==> src/rtl/dvp_pkg.sv <==
// Shared definitions for the video packer; the error bit positions are also
// used by the CSI status register.
package dvp_pkg;

  localparam int DEF_WDT = 640;
  localparam int DEF_HGT = 480;
  localparam int CNT_W   = 12;

  typedef enum logic [1:0] {
    ST_IDLE = 2'd0,
    ST_LO   = 2'd1,
    ST_HI   = 2'd2
  } pack_state_t;

  localparam int ERR_SHORT_BIT = 0;
  localparam int ERR_LONG_BIT  = 1;
  localparam int ERR_FRAME_BIT = 2;
  localparam int ERR_W         = 3;

  // Saturate so an absurdly long line cannot wrap and re-trigger err_long.
  function automatic logic [CNT_W-1:0] sat_inc(input logic [CNT_W-1:0] v);
    return (v == {CNT_W{1'b1}}) ? v : v + CNT_W'(1);
  endfunction

endpackage

==> src/rtl/axis_reg_slice.sv <==
// Single-stage AXI-Stream register slice carrying data, tuser and tlast.
module axis_reg_slice #(
  parameter int DW = 32
) (
  input  logic          clk,
  input  logic          rst,
  input  logic          s_tvalid,
  output logic          s_tready,
  input  logic [DW-1:0] s_tdata,
  input  logic          s_tuser,
  input  logic          s_tlast,
  output logic          m_tvalid,
  input  logic          m_tready,
  output logic [DW-1:0] m_tdata,
  output logic          m_tuser,
  output logic          m_tlast
);

  assign s_tready = !m_tvalid || m_tready;

  always_ff @(posedge clk) begin
    if (rst) begin
      m_tvalid <= 1'b0;
      m_tdata  <= '0;
      m_tuser  <= 1'b0;
      m_tlast  <= 1'b0;
    end else if (s_tready) begin
      m_tvalid <= s_tvalid;
      if (s_tvalid) begin
        m_tdata <= s_tdata;
        m_tuser <= s_tuser;
        m_tlast <= s_tlast;
      end
    end
  end

endmodule

==> src/rtl/vid_pack.sv <==
// Packs two 16-bit CSI pixels per 32-bit word, tracks line/frame geometry and
// raises sticky geometry error flags.
module vid_pack
  import dvp_pkg::*;
#(
  parameter int WDT = DEF_WDT,
  parameter int HGT = DEF_HGT
) (
  input  logic        clk,
  input  logic        rst,
  input  logic        enb,
  input  logic        err_clr,
  input  logic        s_tvalid,
  output logic        s_tready,
  input  logic [15:0] s_tdata,
  input  logic        s_tuser,
  input  logic        s_tlast,
  output logic        m_tvalid,
  input  logic        m_tready,
  output logic [31:0] m_tdata,
  output logic        m_tuser,
  output logic        m_tlast,
  output logic        err_short,
  output logic        err_long,
  output logic        err_frame,
  output logic        frame_done,
  output logic [11:0] line_cnt
);

  localparam logic [CNT_W-1:0] WDT_C    = CNT_W'(WDT);
  localparam logic [CNT_W-1:0] HGT_LAST = CNT_W'(HGT - 1);

  pack_state_t      state_reg;
  logic [15:0]      lo_reg;
  logic             sof_reg;
  logic [CNT_W-1:0] pix_reg;
  logic [CNT_W-1:0] line_reg;
  logic             done_reg;
  logic [ERR_W-1:0] err_reg;
  logic [ERR_W-1:0] err_next;
  logic [ERR_W-1:0] err_set;

  logic             slice_ready;
  logic             take;
  logic             lo_role;
  logic [CNT_W-1:0] pix_next;
  logic [CNT_W-1:0] line_base;
  logic             push;
  logic [31:0]      push_data;
  logic             push_user;
  logic             push_last;

  // A one-pixel line arriving in IDLE would need the output register at once,
  // so that single case waits for room instead of being dropped.
  always_comb begin
    s_tready = 1'b1;
    if (enb) begin
      if (state_reg == ST_IDLE) s_tready = !(s_tuser && s_tlast && !slice_ready);
      else                      s_tready = slice_ready;
    end
  end

  assign take      = s_tvalid && s_tready && enb && (state_reg != ST_IDLE || s_tuser);
  assign lo_role   = s_tuser || (state_reg == ST_LO);
  assign line_base = s_tuser ? '0 : line_reg;
  assign pix_next  = sat_inc(s_tuser ? '0 : pix_reg);

  always_comb begin
    push      = 1'b0;
    push_data = '0;
    push_user = 1'b0;
    push_last = 1'b0;
    if (take) begin
      if (!lo_role) begin
        push      = 1'b1;
        push_data = {s_tdata, lo_reg};
        push_user = sof_reg;
        push_last = s_tlast;
      end else if (s_tlast) begin
        push      = 1'b1;
        push_data = {16'h0000, s_tdata};
        push_user = s_tuser;
        push_last = 1'b1;
      end
    end
  end

  always_comb begin
    err_set                = '0;
    err_set[ERR_SHORT_BIT] = take && s_tlast && (pix_next < WDT_C);
    err_set[ERR_LONG_BIT]  = take && !s_tlast && (pix_next == WDT_C);
    err_set[ERR_FRAME_BIT] = take && s_tuser && (state_reg != ST_IDLE);
  end

  // A set in the same cycle as err_clr wins.
  generate
    for (genvar gi = 0; gi < ERR_W; gi++) begin : g_err
      assign err_next[gi] = (err_reg[gi] && !err_clr) || err_set[gi];
    end
  endgenerate

  always_ff @(posedge clk) begin
    if (rst) err_reg <= '0;
    else     err_reg <= err_next;
  end

  always_ff @(posedge clk) begin
    if (rst) begin
      state_reg <= ST_IDLE;
      lo_reg    <= '0;
      sof_reg   <= 1'b0;
      pix_reg   <= '0;
      line_reg  <= '0;
      done_reg  <= 1'b0;
    end else begin
      done_reg <= 1'b0;
      if (!enb) begin
        state_reg <= ST_IDLE;
        sof_reg   <= 1'b0;
        pix_reg   <= '0;
      end else if (take) begin
        if (s_tlast) begin
          pix_reg  <= '0;
          line_reg <= line_base + CNT_W'(1);
          if (line_base == HGT_LAST) begin
            done_reg  <= 1'b1;
            state_reg <= ST_IDLE;
          end else begin
            state_reg <= ST_LO;
          end
        end else begin
          pix_reg  <= pix_next;
          line_reg <= line_base;
          if (lo_role) begin
            lo_reg    <= s_tdata;
            sof_reg   <= s_tuser;
            state_reg <= ST_HI;
          end else begin
            state_reg <= ST_LO;
          end
        end
      end
    end
  end

  axis_reg_slice #(.DW(32)) u_out (
    .clk      (clk),
    .rst      (rst),
    .s_tvalid (push),
    .s_tready (slice_ready),
    .s_tdata  (push_data),
    .s_tuser  (push_user),
    .s_tlast  (push_last),
    .m_tvalid (m_tvalid),
    .m_tready (m_tready),
    .m_tdata  (m_tdata),
    .m_tuser  (m_tuser),
    .m_tlast  (m_tlast)
  );

  assign err_short  = err_reg[ERR_SHORT_BIT];
  assign err_long   = err_reg[ERR_LONG_BIT];
  assign err_frame  = err_reg[ERR_FRAME_BIT];
  assign frame_done = done_reg;
  assign line_cnt   = line_reg;

endmodule
==> config.mk <==
export PLATFORM = sky130hd
export DESIGN_NAME = vid_pack
export DESIGN_NICKNAME = d
export VERILOG_FILES = /design/src/rtl/dvp_pkg.sv /design/src/rtl/axis_reg_slice.sv /design/src/rtl/vid_pack.sv
export SDC_FILE = /design/constraint.sdc
export NUM_CORES = 1
export LEC_CHECK = 0
export CORE_ASPECT_RATIO = 2
export CORE_MARGIN = 10
export CORE_UTILIZATION = 45
export CTS_CLUSTER_DIAMETER = 50
export DETAILED_ROUTE_END_ITERATION = 6
export PLACE_DENSITY = 0.71
export SLEW_MARGIN = 20
export SYNTH_ARGS = -nofsm -noshare
export SYNTH_HDL_FRONTEND = slang
export SYNTH_SLANG_ARGS = --single-unit
==> constraint.sdc <==
create_clock -name clk -period 3.5 [get_ports clk]
set_input_delay 0.7 -clock clk [delete_from_list [all_inputs] [get_ports clk]]
set_output_delay 0.7 -clock clk [all_outputs]
set_load 0.02 [all_outputs]
# --- Word-level counts from Yosys, hierarchy flattened ---
# Index checks and enable logic that the tools add are counted.
totals:
  regBits: 82
  latch_bits: 0
  ramBits: 0
  rom_bits: 0
  out_inout_bits: 52
  word_cells: 76
  n_memories: 0
classes:
  n_addsub: 2
  mul: 0
  n_div: 0
  magnitude_cmp: 1
  n_eq_ne: 4
  n_shift: 0
  muxes: 22
  bitwise_logic: 3
  reduce_logical: 33
ops:
  columns: ["operator", "n"]
  rows:
  - ["32-bit two-way mux", 2]
  - ["12-bit two-way mux", 5]
  - ["12-bit by 1-bit adder with 12-bit output (second input constant)", 2]
  - ["16-bit two-way mux", 1]
  - ["1-bit logical AND", 14]
  - ["12-bit by 10-bit == test with 1-bit output (second input constant)", 1]
  - ["12-bit == test (second input constant)", 1]
  - ["12-bit by 9-bit == test with 1-bit output (second input constant)", 1]
  - ["12-bit by 10-bit less-than comparator with 1-bit output (second input constant)", 1]
  - ["1-bit two-way mux", 12]
  - ["1-bit logical OR", 6]
  - ["1-bit logical NOT", 5]
  - ["2-bit two-way mux", 2]
  - ["2-bit AND reduction", 2]
  - ["4-bit AND reduction", 1]
  - ["4-bit OR reduction", 1]
  - ["1-bit inverter", 3]
  - ["3-bit AND reduction", 1]
  - ["2-bit by 1-bit == test with 1-bit output (second input constant)", 1]
  - ["2-bit logical NOT", 1]
  - ["2-bit nonzero test", 1]
  - ["2-bit OR reduction", 1]

# --- Logic depth before layout (Yosys ltp) ---
logic_depth:
  ltp_word: 13
  mapped_depth: 13
  depth_no_buf: 8

# --- Modules after synthesis ---
# Synthesis repeated with hierarchy kept, for this count alone.
unflattened:
  cells_unflattened: 544
  area_unflattened_um2: 4611.9
modules_own_cells:
  columns: ["mod", "n_inst", "cells_per_inst", "area_each_um2", "seq_area_each_um2"]
  rows:
  - ["vid_pack", 1, 384, 2952.8, 940.9]
  - ["axis_reg_slice", 1, 160, 1659.1, 700.7]

# --- Worst setup path after synthesis ---
# No wires, ideal clock.
synth_timing:
  path_type: "input to register"
  startpoint: "in s_tuser"
  endpoint: "reg err_reg[1]"
  setup_time_ns: 0.069
  arrival_time_ns: 3.303
  path_slack_ns: 0.129
  path_stages: 13
  n_path_buf: 5
  path_cell_list: "clkbuf_1 clkbuf_1 clkbuf_1 nor2b_1 ha_1 buf_2 nand4_1 or4_4 buf_6 mux2i_1 nand4_1 or4_1 o21ai_1"
synth_via:
  elab_chain_cells: 11
  elab_cells_between_ends: 17
  classes_between: "add/sub (1); eq/ne (2); mux (4); reduce/logical (10)"
synth_lines:
  columns: ["item", "line", "rtl"]
  rows:
  - ["start, declared", "vid_pack.sv:16", "input logic s_tuser,"]
  - ["parallel branches: the longest is 9 deep, another holds 12-bit by 1-bit adder with 12-bit output", null, null]
  - ["1-bit logical AND *", "vid_pack.sv:91", "err_set[ERR_LONG_BIT] = take && !s_tlast && (pix_next == WDT_C);"]
  - ["1-bit logical OR *", "vid_pack.sv:98", "assign err_next[gi] = (err_reg[gi] && !err_clr) || err_set[gi];"]
  - ["end signal, assigned", "vid_pack.sv:104", "else err_reg <= err_next;"]
  - ["end, declared", "vid_pack.sv:39", "logic [ERR_W-1:0] err_reg;"]
# Every way passes the cells marked *.
# A chain may end at the register's enable or synchronous reset.

# --- Final worst setup path ---
layout_timing:
  startpoint: "in s_tuser"
  endpoint: "out s_tready"
layout_via:
  elab_chain_cells: 5
layout_lines:
  columns: ["item", "line", "rtl"]
  rows:
  - ["1-bit logical AND (2 in a row)", "vid_pack.sv:58", "if (state_reg == ST_IDLE) s_tready = !(s_tuser && s_tlast && !slice_ready);"]
  - ["1-bit logical NOT", "vid_pack.sv:58", null]
  - ["1-bit two-way mux", "vid_pack.sv:58", null]
  - ["1-bit two-way mux", "vid_pack.sv:57", "if (enb) begin"]
  - ["end, declared", "vid_pack.sv:14", "output logic s_tready,"]
# Every way passes these cells.

==> qor.yml <==
clock_tree:
  clock_path_buffers: 2
  ctsHoldBuffers: 0
  clk_pin_slew_ns: 0.06
  postCtsSetupRepairBufs: 0
  postCtsResizedCells: 0
  clk_latency_ns: 0.34
  root_buffer: "clkbuf_16"
  cts-buffers-inserted: 9
  cts_tree: "built"
  htreeDepth: 3
  cts_sinks: 82
finish:
  fin_cells: 679
  largest_reg_flops: 32
  area_delta_synth_final_pct: 29.1
  layout-drive-gt1-share: 0.0760
  seq_area_um2: 1640
  fillCellCount: 775
  multi_input_area_um2: 2090
  n_antenna_cell: 0
  nets: 600
synthesis:
  syn_area_per_cell_um2: 7.68
  ys_seq_elements: 82
  syn_nets: 537
  async_reset_ff_frac: 0
  synth_area_um2: 3920
  synth-main-ff-cell: "dfxtp_1"
  synth_edf_count: 0
  synth.area.top_cells: "dfxtp_1 42%, nand2_1 7.0%, a21oi_1 6.6%"
  ys_top_cells_by_count: "82 x dfxtp_1, 73 x nand2_1, 56 x nor2_1"
  synth_cell_type_count: 49
  yosysTopAreaCellShare: 0.419
  ys_seq_area_frac: 0.419
  yosys.area.top_type: "dfxtp_1"
  ys_warn_count: 0
  yosysMostFrequentCell: "dfxtp_1"
  synthCells: 511
grt:
  use_met2: 0.305
  grt_use_met1: 0.184
  antenna_found_initial: 0
  grt_util_all_layers: 0.176
  grt_pass1_vias: 3768
  grt_overflow: 0
  grt_pass1_wl_mm: 19.0
  grt_max_degree: 66
  grt_use_met3: 0.0546
  top_usage_layer: "met2"
sta:
  relSlewSlack: 0.538
  timing.final.ws_setup_ns: 0.302
  fin_crit_ns: 3.20
  max_freq_ghz: 0.313
  fin_crit_sh: 0.914
  timing_max_transition_violations_final: 0
  finalSetupViolations: 0
  clock_skew_ns: 0.00803
  final_hold_viol_count: 0
  worstMarginPinSlew_ns: 0.694
  fin_setup_tns_ns: 0
  grt_setup_unrepaired: "no"
placed_design:
  io_buffer_count: 75
  place_congestion: 0.869
  place_inst: 663
  dp_hpwl_mm: 8.59
  place_ws_ns: 0.138
outcome:
  status: "finished clean"
critical_path:
  crit_path_end_kind: "output pin"
  worstPathMaxFanout: 31
  crit_arrival_ns: 2.50
  path_class: "input port to output pin"
  startpoint_type: "input port"
  crit_required_ns: 2.80
drt:
  routed_wirelength_mm: 11.8
  drt_first_pass_iters: 5
  drt_iter0_drc: 348
  drc: 0
  antenna_left: 0
  avgRoutedWirePerCell_um: 17.3
  via_per_inst: 5.73
  vias: 3891
floorplanning:
  ios: 76
  chipWidth_um: 86.0
  num_rows: 48
  fp.coreArea_um2: 8590
  die_y_um: 152
  initial_utilization: 0.457
  die_area_um2: 13100
power:
  p_leak_nw: 1.71
  pwr_density_cell_nw_per_um2: 410
  irDropWorstVdd_mv: 0.315
flow_run:
  max_cap_violations: 0
min_path:
  hold_class: "flop to flop"
## power breakdown
group | internal, mW | total [mW] | switching, mW
sequential | 0.951 | 0.962 | 0.0106
combinational | 0.0867 | 0.209 | 0.122
clock | 0.507 | 0.904 | 0.397
## per-layer routing
metal  share of wire  up-vias
li1                -     1950
met3           0.058       21
met5               0        -
met4           0.032        0
met2            0.53      104
met1            0.38     1816
## worst paths after layout
path         startpoint          to  slack [ns]  cells after the start
min reg2reg   lo_reg[6]   lo_reg[6]        0.45                      2
max             s_tuser    s_tready        0.30                      5
max reg2reg  pix_reg[0]  err_reg[1]        0.90                      8
min           lo_reg[6]   lo_reg[6]        0.45                      2
## per-stage QoR
| step | cell area [um2] | total power, mW | hold WS, ns | util |
|---|---|---|---|---|
| after floorplan | 3920 | 1.10 | 0.433 | - |
| after global placement | 4770 | 1.19 | 0.438 | 0.556 |
| after detailed placement | 4770 | 1.19 | 0.444 | 0.556 |
| after CTS | 5060 | 2.09 | 0.452 | 0.589 |
| after global routing | 5060 | 2.15 | 0.478 | 0.589 |
| final | 5060 | 2.07 | 0.452 | 0.589 |
## final cells by class
type | count | area share
multi-input cells | 382 | 0.414
flip-flops and latches | 82 | 0.324
repair buffers | 95 | 0.177
clock buffers | 10 | 0.0472
well taps | 100 | 0.0247
clock inverters | 6 | 0.0101
inverters | 4 | 0.00297
## placed cells by master, fill, tap and decap left out, types with 6 or more instances in the layout
cell and count:
o21ai_0 39, nor3_1 12, a31oi_1 6, nand3b_1 17
dfxtp_1 82, nand4_1 11, a211oi_1 16, clkdlybuf4s50_1 74
nor2_1 56, a22oi_1 10, clkbuf_16 9, nand3_1 20
nand2_1 73, buf_4 20, a21oi_1 51
## cells by family after synthesis
group	after synthesis	synth area share
fa+ha+maj	2	0.00638
flops	82	0.418
simple gates	226	0.285
compound gates	148	0.227
xor+xnor	3	0.00670
mux	3	0.00797
buf+inv	47	0.0485
## worst max-delay path, cell delays in order
cell and delay [ns]:
clkdlybuf4s50_1 0.53, buf_4 0.32, nand2_1 0.09, a211o_1 0.31
clkdlybuf4s50_1 0.55
Note: power is estimated with default switching activity, not from simulation.
==> RTL edit 1, RTL diff (same flow settings) <==
Set the package constant `ERR_W` to 6 (it was 3).
--- a/src/rtl/dvp_pkg.sv
+++ b/src/rtl/dvp_pkg.sv
@@ -15,7 +15,7 @@
   localparam int ERR_SHORT_BIT = 0;
   localparam int ERR_LONG_BIT  = 1;
   localparam int ERR_FRAME_BIT = 2;
-  localparam int ERR_W         = 3;
+  localparam int ERR_W         = 6;
 
   // Saturate so an absurdly long line cannot wrap and re-trigger err_long.
   function automatic logic [CNT_W-1:0] sat_inc(input logic [CNT_W-1:0] v);
Function: same outputs for any inputs over 4 cycles, from zero or initial values and one cycle with rst high; that may be too few to reach the edited logic, so the function may still have changed.
==> RTL edit 1 against the original RTL <==
  * Setup slack improved by 130 ps
  * Design area increased by 1.1%
  * Register-to-register slack improved by 280 ps
  * Area after synthesis increased by 1.4%
  * Via count increased by 1.5%
  * Power increased by 10%
  * Sequential cell count unchanged
  * Maximum frequency increased by 4.2%
  * Non-clock buffer count decreased by 6
  * Sequential power about the same
  * Wire length increased by 6.7%
  * First-iteration DRC count decreased by 17%
  * Critical endpoint unchanged
  * Largest cell class unchanged
  * Largest power group is now the clock network
==> RTL edit 1: results (changes against the original RTL) <==
Worst setup path
  – Worst-path fanout max: 5 (-84%)
  – Worst EP arrival: 2370 ps (-130 ps)
  – Slowest stage cell, crit path: clkdlybuf4s50_1
  – FF-to-FF Start: pix_reg[0]
  – Largest stage delay, worst path: 570 ps (+20 ps)
  – R2R Path End: err_reg[0]
  – Crit path max-delay family: buffers and inverters
  – Worst r2r path cells: 9 (+1)
  – R2r setup slk: 1180 ps (+280 ps)

Route
  – First-pass DRT Iterations: 5 (unchanged)
  – DR iter-0 viols: 289 (-17%)
  – Routed vias/inst: 5.816 (+1.5%)
  – Routed wire length: 12.57 mm (+6.7%)

Timing
  – Clock skew: 5.736 ps (-2.297 ps)
  – Slew headroom: 0.4312 (-0.1064)
  – Hold Slack: 450.3 ps (-1.612 ps)

Placed design
  – I/O Buffers: 75 (unchanged)
  – Dpl ws: 432.5 ps (+294.3 ps)
  – Final HPWL DP: 8.931 mm (+3.9%)
  – RePlAce Congestion: 0.9060 (+4.3%)

Run status
  – Outcome: completed

Synthesis
  – XOR/XNOR share of the synthesized area: 0.01101 (+0.004315)
  – Compound-Gate Fraction of Synth Area: 0.2206 (-0.006534)
  – Top cells by area, synth: dfxtp_1 41%, a21oi_1 8.1%, nand2_1 7.6%
  – Synth Area in Adders: 0.006293 (-0.00008632)
  – Mapped Nets: 541 (+0.74%)
  – Top FF cell, synth: dfxtp_1
  – YS warnings: 0 (unchanged)
  – Sequential-to-total area share from yosys stat: 0.4128 (-0.005663)
  – Async SR Flop Fraction: 0 (unchanged)
  – Post-synth cell types: 53 (+8.2%)
  – Mux contribution to synthesized area: 0.008181 (+0.0002068)
  – Commonest cells post-synth: 82 x dfxtp_1, 81 x nand2_1, 64 x a21oi_1

Min path
  – Hold depth: 2 (unchanged)
  – Hold EP: err_reg[1]
  – Hold Path Class: reg -> reg
  – Min-delay src: err_reg[1]

Pwr
  – P_comb: 0.219 mW (+5%)
  – Clk. pwr: 1.10 mW (+22%)
  – Worst vdd ir: 410.0 uV (+30%)
  – Leak: 1.691 nW (-1.2%)
  – Sw power: 0.5410 mW (+2.2%)
  – Seq power: 0.964 mW (about the same)

Cells and area
  – Largest register FFs: 32 (unchanged)
  – Final nets: 600 (unchanged)
  – Share of cells above drive strength 1: 0.08117 (+0.005181)
  – Antenna Cells: 0 (unchanged)

CTS
  – Clock-pin transition on the worst setup and hold timing paths: 60 ps (about the same)
  – Clk buf depth: 2 (unchanged)
  – Setup repair bufs after CTS: 0 (unchanged)
  – TritonCTS buffer count: 9 (unchanged)
  – CTS-repair resized insts: 0 (unchanged)
  – Worst skew pair latency: 340 ps (about the same)
  – Htree depth: 3 (unchanged)
  – Clk root buf: clkbuf_16

GRT
  – Vias in the first global route: 3,833 (+1.7%)
  – Largest net degree at the start of global routing: 59 (-11%)
  – Initial antenna violation count: 0 (unchanged)
  – First-pass GRT wire length: 20.15 mm (+6.1%)
  – GRT Util Overall: 0.1877 (+0.01163)
-- RTL edit 1: cell count changes after synthesis, moves of 4 or more --
cell / before / now
a21oi_1: 52 / 64
nand3b_1: 17 / 2
nand4b_1: 0 / 4
nand2_1: 73 / 81
buf_4: 0 / 7
or3_1: 1 / 16
nor2_1: 56 / 45
o21ai_0: 40 / 31
buf_2: 5 / 13
a22oi_1: 10 / 5
nand3_1: 20 / 24
clkbuf_1: 32 / 16
and4_1: 5 / 0
-- RTL edit 1: how the worst max path moves through the flow --
| stage | startpoint | endpoint | slack [ps] | depth (start not counted) |
|---|---|---|---|---|
| 2_1_floorplan | s_tuser | err_reg[1] | 680 | 12 |
| 3_3_place_gp | s_tuser | err_reg[0] | 420 | 10 |
| 5_1_grt | s_tuser | s_tready | 380 | 5 |
| 6_report | s_tuser | s_tready | 430 | 5 |
| 4_1_cts | s_tuser | s_tready | 440 | 5 |
| 3_5_place_dp | s_tuser | err_reg[1] | 430 | 10 |
-- RTL edit 1: final cells by class --
| cell class | instances | area, sq um |
|---|---|---|
| well taps | 100 | 125.1 |
| clock buffers | 10 | 229.0 |
| clock inverters | 6 | 113.9 |
| inverters | 6 | 22.52 |
| multi-input cells | 386 | 2122 |
| flip-flops and latches | 82 | 1642 |
| fillers | 784 | 3531 |
| repair buffers | 89 | 863.3 |
-- RTL edit 1: per-stage QoR --
step	cell area [sq um]	std cells
2_1_floorplan	3976	515
3_3_place_gp	4768	663
3_5_place_dp	4768	663
4_1_cts	5111	679
5_1_grt	5117	679
6_report	5117	679
-- RTL edit 1: layer usage --
layer | wire length [um] | GRT usage | vias to the layer above
li1 | - | - | 1943
met5 | 0 | 0 | -
met3 | 708 | 0.04683 | 23
met1 | 4740 | 0.1974 | 1868
met2 | 6674 | 0.3346 | 115
met4 | 442 | 0.08223 | 0
==> RTL edit 2, RTL diff (config.mk and constraints unchanged) <==
Without the edit above. Encoding of `pack_state_t`: now one-hot (3 bits for 3 states).
--- a/src/rtl/dvp_pkg.sv
+++ b/src/rtl/dvp_pkg.sv
@@ -6,10 +6,10 @@
   localparam int DEF_HGT = 480;
   localparam int CNT_W   = 12;
 
-  typedef enum logic [1:0] {
-    ST_IDLE = 2'd0,
-    ST_LO   = 2'd1,
-    ST_HI   = 2'd2
+  typedef enum logic [2:0] {
+    ST_IDLE = 3'b001,
+    ST_LO   = 3'b010,
+    ST_HI   = 3'b100
   } pack_state_t;
 
   localparam int ERR_SHORT_BIT = 0;
Behaviour: no difference found for any inputs over 4 cycles, from zero or initial values and one cycle with rst high; so few cycles prove little.
==> RTL edit 2 against the original RTL <==
  * Final cell count increased by 0.59%
  * Design area rose by 2.6%
  * Worst hold slack improved by 1.3 ps
  * Power rose by 2.4%
  * Setup slack better by 220 ps
  * Die area rose by 3.9%
  * Sequential cell count grew 1
  * First-iteration DRC count shrank 24%
  * Wire length up 5.1%
  * Sequential share of layout area is 0.45 points lower
  * Combinational power rose by 13%
  * Area after synthesis up 4.8%
  * Largest cell class unchanged
==> RTL edit 2: results (changes against the original RTL) <==
Route
  – First-pass DRT Iterations: 5 (unchanged)
  – Vias: 3,989 (+2.5%)
  – Routed len/inst: 18.12 um (+4.5%)
  – DR iter-0 viols: 264 (-24%)

Synthesis
  – Compound-Gate Fraction of Synth Area: 0.2332 (+0.006068)
  – Mapped Nets: 541 (+0.74%)
  – XOR/XNOR share of the synthesized area: 0.006393 (-0.0003059)
  – Post-synth cell types: 67 (+37%)
  – Sequential-to-total area share from yosys stat: 0.4043 (-0.01424)
  – Top cells by area, synth: dfxtp_1 40%, nand2_1 6.6%, a21oi_1 6.3%
  – Synth Area in Adders: 0.006088 (-0.0002913)
  – Commonest cells post-synth: 83 x dfxtp_1, 72 x nand2_1, 52 x a21oi_1
  – Mux contribution to synthesized area: 0.01065 (+0.002680)
  – Synth Instances: 515 (+0.78%)

GRT
  – Largest net degree at the start of global routing: 55 (-17%)
  – Vias in the first global route: 3,877 (+2.9%)
  – GRT Util Overall: 0.1825 (+0.006473)
  – First-pass GRT wire length: 19.91 mm (+4.9%)

Pwr
  – Int Pwr: 1.571 mW (+1.6%)
  – Leak: 1.731 nW (+1.1%)
  – Worst vdd ir: 352.0 uV (+12%)

Placed design
  – Cell Area, Placed: 0.004908 sq mm (+2.9%)
  – Post-placement cell count: 667 (+0.60%)
  – I/O Buffers: 75 (unchanged)
  – RePlAce Congestion: 0.8937 (+2.9%)
  – Final HPWL DP: 9.144 mm (+6.4%)

Timing
  – Clock skew: 4.918 ps (-3.115 ps)
  – Worst slew pin tran: 619.5 ps (-74.17 ps)

CTS
  – Clk root buf: clkbuf_16
  – Clk buf depth: 2 (unchanged)

Cells and area
  – Share of cells above drive strength 1: 0.08950 (+0.01351)
  – Final std cells w/o fill: 683 (+0.59%)
  – Final nets: 602 (+0.33%)

Worst setup path
  – Largest stage delay, worst path: 570 ps (+20 ps)
  – Worst-path fanout max: 21 (-32%)
  – FF-to-FF Start: state_reg[1]

Flow run
  – Max cap viols: 0 (unchanged)

Min path
  – Min-delay src: u_out.m_tdata[21]

Run status
  – Outcome: completed
RTL edit 2: kinds of logic after synthesis:
logic type,count (synthesis)
buffers and inverters,50
AND/OR/NAND/NOR,220
AO/OA/AOI/OAI,153
XOR/XNOR,3
multiplexers,4
flip-flops,83
adder cells (fa/ha/maj),2
RTL edit 2: layout make-up:
type / count / area [sq um]
sequential: 83 / 1662
inverter: 6 / 22.52
multi-input combinational: 382 / 2196
tap: 102 / 127.6
clock inverter: 6 / 48.80
clock buffer: 10 / 239.0
timing repair buffer: 94 / 900.9
fill: 853 / 3755
RTL edit 2: worst register-to-register path: cells and delay by family, from the launching register on:
family,cells,cell delay (ps)
simple gates,3,1430
compound gates,2,500
flops,1,370
RTL edit 2: power by group through the flow:
stage,Clock (mW),Combinational (mW),Sequential [mW]
final,0.910,0.236,0.978
after global routing,0.963,0.257,0.980
after CTS,0.933,0.238,0.978
after detailed placement,0,0.237,1.00
after global placement,0,0.234,0.999
after floorplan,0,0.115,1.02
RTL edit 2: path summary, 6_finish.rpt:
kind	end	slack, ps	depth (start not counted)
setup / recovery	s_tready	530	5
hold / removal	u_out.m_tdata[21]	450	2
hold reg to reg	u_out.m_tdata[21]	450	2
setup reg to reg	lo_reg[10]	1060	5
RTL edit 2: stage by stage:
step | hold slack, ps | util | total power [mW] | setup slack (ps)
after detailed placement | 445.2 | 0.5484 | 1.236 | 350.1
after CTS | 454.7 | 0.5805 | 2.149 | 514.7
after global routing | 477.3 | 0.5805 | 2.201 | 445.5
after global placement | 438.1 | 0.5484 | 1.233 | 351.7
final | 453.2 | 0.5805 | 2.124 | 525.2
after floorplan | 433.2 | - | 1.133 | 727.7
RTL edit 2: metal layers:
layer  track usage  part of all wire  routed length, um
met1        0.1830              0.36               4450
met2        0.3311              0.56               6900
met3       0.05178             0.055                684
met4       0.08015             0.027                338
met5             0                 0                  0
